## src/rtl/shift_sequencer.sv

```systemverilog
`default_nettype none
// ============================================================================
// Module      : shift_sequencer
// Description : Command-driven load-then-shift controller for an 8-bit
//               universal shift register. Optional rotate fill is enabled
//               by defining SHIFT_SEQUENCER_ROTATE_EN.
// Revision    : 1.0 - initial release
// ============================================================================
module shift_sequencer #(
    parameter int WIDTH = 8,
    parameter int AMT_W = 3
) (
    input  logic             c,
    input  logic             rst,
    input  logic             start,
    input  logic [WIDTH-1:0] cmd_d,
    input  logic             cmd_dir,
    input  logic [AMT_W-1:0] cmd_amt,
    input  logic [1:0]       cmd_op,
    input  logic [WIDTH-1:0] q,
    output logic             reg_l,
    output logic             reg_r,
    output logic             reg_i,
    output logic [WIDTH-1:0] reg_d,
    output logic             busy,
    output logic             done
);

    localparam logic [1:0] c_IDLE  = 2'd0;
    localparam logic [1:0] c_LOAD  = 2'd1;
    localparam logic [1:0] c_SHIFT = 2'd2;
    localparam logic [1:0] c_DONE  = 2'd3;

    localparam logic [AMT_W-1:0] c_CNT_ZERO = '0;
    localparam logic [AMT_W-1:0] c_CNT_ONE  = {{(AMT_W-1){1'b0}}, 1'b1};

    localparam logic [1:0] c_OP_ZERO  = 2'b00;
    localparam logic [1:0] c_OP_ONE   = 2'b01;
    localparam logic [1:0] c_OP_ARITH = 2'b10;

    logic [1:0]       r_state;
    logic [1:0]       w_next;
    logic [AMT_W-1:0] r_cnt;
    logic [WIDTH-1:0] r_data;
    logic             r_dir;
    logic [1:0]       r_op;
    logic             w_fill;

    always_ff @(posedge c) begin
        if (rst) begin
            r_state <= c_IDLE;
            r_cnt   <= c_CNT_ZERO;
            r_data  <= '0;
            r_dir   <= 1'b0;
            r_op    <= 2'b00;
        end else begin
            r_state <= w_next;
            if (r_state == c_IDLE && start) begin
                r_data <= cmd_d;
                r_dir  <= cmd_dir;
                r_op   <= cmd_op;
                r_cnt  <= cmd_amt;
            end else if (r_state == c_SHIFT) begin
                r_cnt <= r_cnt - c_CNT_ONE;
            end
        end
    end

    always_comb begin
        w_next = r_state;
        reg_l  = 1'b0;
        reg_r  = 1'b0;
        busy   = 1'b1;
        done   = 1'b0;
        case (r_state)
            c_IDLE: begin
                busy = 1'b0;
                if (start) w_next = c_LOAD;
            end
            c_LOAD: begin
                reg_l  = 1'b1;
                reg_r  = 1'b1;
                w_next = (r_cnt != c_CNT_ZERO) ? c_SHIFT : c_DONE;
            end
            c_SHIFT: begin
                reg_l = r_dir;
                reg_r = ~r_dir;
                // Last shift happens on the edge that leaves this state.
                if (r_cnt == c_CNT_ONE) w_next = c_DONE;
            end
            default: begin
                done   = 1'b1;
                w_next = c_IDLE;
            end
        endcase
    end

    // Fill bit entering the vacated end of the register.
    always_comb begin
        w_fill = 1'b0;
        case (r_op)
            c_OP_ZERO:  w_fill = 1'b0;
            c_OP_ONE:   w_fill = 1'b1;
            c_OP_ARITH: w_fill = r_dir ? 1'b0 : q[WIDTH-1];
            default: begin
`ifdef SHIFT_SEQUENCER_ROTATE_EN
                w_fill = r_dir ? q[WIDTH-1] : q[0];
`else
                w_fill = 1'b0;
`endif
            end
        endcase
    end

`ifndef SHIFT_SEQUENCER_ROTATE_EN
    logic w_unused_q;
    assign w_unused_q = &{1'b0, q[WIDTH-2:0]};
`endif

    assign reg_i = (r_state == c_SHIFT) ? w_fill : 1'b0;
    assign reg_d = r_data;

endmodule
`default_nettype wire

```

## config.mk

```make
export PLATFORM = sky130hd
export DESIGN_NAME = shift_sequencer
export DESIGN_NICKNAME = d
export VERILOG_FILES = /design/src/rtl/shift_sequencer.sv
export SDC_FILE = /design/constraint.sdc
export NUM_CORES = 1
export LEC_CHECK = 0
export CAP_MARGIN = 30
export CORE_ASPECT_RATIO = 1.1
export CORE_MARGIN = 2
export CORE_UTILIZATION = 37
export DETAILED_ROUTE_END_ITERATION = 6
export GPL_TIMING_DRIVEN = 0
export PLACE_DENSITY = 0.75
export SLEW_MARGIN = 20
export SYNTH_ARGS = -nofsm -noshare
export SYNTH_HDL_FRONTEND = slang
export SYNTH_SLANG_ARGS = --single-unit
```

## constraint.sdc

```tcl
create_clock -name c -period 1.2 [get_ports c]
set_input_delay 0.18 -clock c [delete_from_list [all_inputs] [get_ports c]]
set_output_delay 0.18 -clock c [all_outputs]
set_load 0.1 [all_outputs]
```

==> results.md <==
- Outcome: finished with violations
- Failing checks: setup timing
- Slew headroom: 0.601
- Die area: 2740 um^2
- Fin crit period: 1.58 ns
- Largest net degree at the start of global routing: 13
- R2r setup slk: -0.18 ns
- Post-synthesis sequential area ratio: 0.371
- #FFs+latches synth: 16
- Worst vdd ir: 1800 uV
- Area Growth Syn to Fin: 99.0%
- Adder-Cell Fraction of Synth Area: 0.145
- Ant diodes: 0
- Total GRT Usage: 0.198
- Clock Tree Root: clkbuf_4
- Power density cells: 2690 nW/um^2
- Drt via density: 4.89
- Final GP Congestion: 0.749
- Global-route wire length before repair: 4020 um
- Grt ovf: 0
- Crit-path max FO: 3
- Final hold slack: 0.177 ns
- Clk_skew: 0.00154 ns
- Port-buffer cells: 29
- Post-CTS Hold Fix Bufs: 0
- Vias: 870
- Clock Latency Late Sink: 0.28 ns
- First-pass DRT Iterations: 4
- Vias in the first global route: 906
- Critical path launch point type: flip-flop
- Critical path capture point type: primary output
- Share of layout cells above drive strength 1: 0.581
- Buffers & Inverters on Critical Path: 2
- Initial Util: 0.387
- Slew Viols, Final: 0
- Worst-case clock buffer depth: 2
- Synth warn: 0
- Critical path's slowest cell: dfxtp_1
- Final antenna-violating net count: 0
- Setup TNS Final: -2.14 ns
- CORE AREA: 2230 um^2
- H-Tree Level Count: 1
- Unrepaired setup endpoints after global routing: yes
- Final setup viols: 19
- CTS tree: built
- CTS clk-pin slew, worst paths: 0.09 ns
- Synth Area in Compound Gates: 0.171
- Total CTS buffers: 3
- Clock sinks: 16
- Final-report hold violation count: 0
- XOR/XNOR Fraction of Synth Area: 0.0203
- Detailed placer's ending HPWL: 1490 um
- Mapped cell area: 863 um^2
- Worst-Margin Slew: 0.598 ns
- Drt initial violations: 5
- Post-route non-filler standard cell count: 178
- Most frequent cells in the layout: 15 x nand2_1, 15 x clkdlybuf4s50_1, 11 x dfxtp_1
- Main area contributors after synthesis: dfxtp_1 37%, ha_1 14%, nand2_1 12%, a21oi_1 8.7%, inv_1 4.3%
- Yosys top cell area share: 0.371
- Cell family with most CP delay: flip-flops
- Post-DR wirelength/cell: 14.1 um
- CP arrival: 1.40 ns
- Row count: 18
- Worst hold path type: input port to flip-flop
- DRC Markers: 0
- Synth Area per Inst: 8.30 um^2
- Placement Setup Slack: -1.08 ns
- Post-Syn Nets: 139
- Placed insts: 163
- Die W: 50.1 um
- Number of max-cap violations: 0
- FILL cells: 143
- Die H: 54.7 um
- Initial antenna violation count: 0
- Cell taking the most area after synthesis: dfxtp_1
- Max Fclk: 635 MHz
- Largest family of logic cells by synthesized area: simple AND/OR/NAND/NOR gates
- Fin worst setup slack: -0.376 ns
- Total power: 4.62 mW
- Multiplexer area fraction after synthesis: 0.0116
- Leak: 0.683 nW
- Max incr delay on CP: 0.37 ns
- Routed WL: 2500 um
- I/O pin count: 38
- Netlist cell types: 24
- Worst Path Required: 1.02 ns
- WS Path Type: flip-flop to primary output
- Crit share post-route: 1.31
- CP Cell Sequence: inv_1 -> a31oi_2 -> nor3b_4 -> buf_12
- Mapped Cells: 104
- Fin nets: 184
- Post-Synth Simple-Gate Area: 0.204
[worst register-to-register path: cells and delay by family, from the launching register on]
family                     cells  cell delay (ns)
buffers and inverters          3             0.36
DFF                            1             0.37
adders and majority gates      1             0.14
AOI/OAI and AO/OA              2             0.45
[Yosys cell counts]
| cell type | instances |
|---|---|
| buf_2 | 2 |
| nor2_1 | 2 |
| nand2_1 | 28 |
| nand2b_4 | 1 |
| nor2b_1 | 2 |
| nor2b_4 | 1 |
| a2111o_1 | 1 |
| inv_1 | 10 |
| a41oi_1 | 1 |
| dfxtp_1 | 16 |
| mux2i_1 | 1 |
| o211ai_1 | 1 |
| a211oi_2 | 2 |
| o21ai_1 | 1 |
| nor3b_1 | 1 |
| a31oi_1 | 1 |
| a21oi_1 | 15 |
| buf_4 | 2 |
| ha_1 | 10 |
| buf_1 | 1 |
| xnor2_1 | 2 |
| nor4bb_1 | 1 |
| and2_1 | 1 |
| a311oi_1 | 1 |
[final timing paths]
path                            from                       to  depth (start not counted)
max               r_dir$_SDFFE_PP0P_                    reg_i                          4
min reg2reg    reg_d[5]$_SDFFE_PP0P_    reg_d[5]$_SDFFE_PP0P_                          2
min                              rst    reg_d[5]$_SDFFE_PP0P_                          2
max reg2reg  r_state[1]$_SDFFE_PP0P_  r_state[0]$_SDFFE_PP0P_                          6
[flip-flops by register name, indices dropped and copies added, names as in the netlist]
signal	cells
reg_d	8
r_state	2
r_dir	1
r_cnt	3
r_op	2
[report_power, final]
group	switching (mW)	internal [mW]	total, mW
Combinational	1.95	1.52	3.47
Clock	0.170	0.129	0.299
Sequential	0.156	0.700	0.856
[timing repair]
item,CTS,global route
pin swaps,15,15
resized for setup,137,29
gates cloned,1,0
buffers inserted,10,2
setup endpoints to repair,29,22
[cells by family (layout without fill, tap and decap cells)]
logic type	count (synthesis)	in the layout
AOI/OAI and AO/OA	23	23
xor gates and xnor gates	2	2
adders and majority gates	10	10
buffers and inverters	15	59
DFF	16	16
muxes	1	1
and+or+nand+nor	37	37
[metrics by stage]
step / cell area [um^2] / util
finish: 1720 / 0.770
global route: 1720 / 0.770
global placement: 1260 / 0.566
floorplan: 935 / -
CTS: 1590 / 0.714
detailed placement: 1260 / 0.566
[area by class of cell]
class / count / area [um^2] / area share
Buffer: 4 / 38.8 / 0.0226
Clock buffer: 4 / 26.3 / 0.0153
Inverter: 10 / 46.3 / 0.0269
Multi-Input combinational cell: 73 / 774 / 0.451
Sequential cell: 16 / 332 / 0.193
Tap cell: 30 / 37.5 / 0.0218
Timing Repair Buffer: 41 / 463 / 0.269
[routing by layer]
| metal | wire length (um) | part of all wire | vias to the layer above | GRT usage |
|---|---|---|---|---|
| met5 | 0 | 0 | - | 0 |
| met4 | 27 | 0.011 | 0 | 0.0926 |
| met3 | 111 | 0.044 | 4 | 0.0383 |
| met2 | 1370 | 0.55 | 28 | 0.382 |
| met1 | 990 | 0.40 | 407 | 0.210 |
| li1 | - | - | 431 | - |
Note: power is estimated with default switching activity, not from simulation.
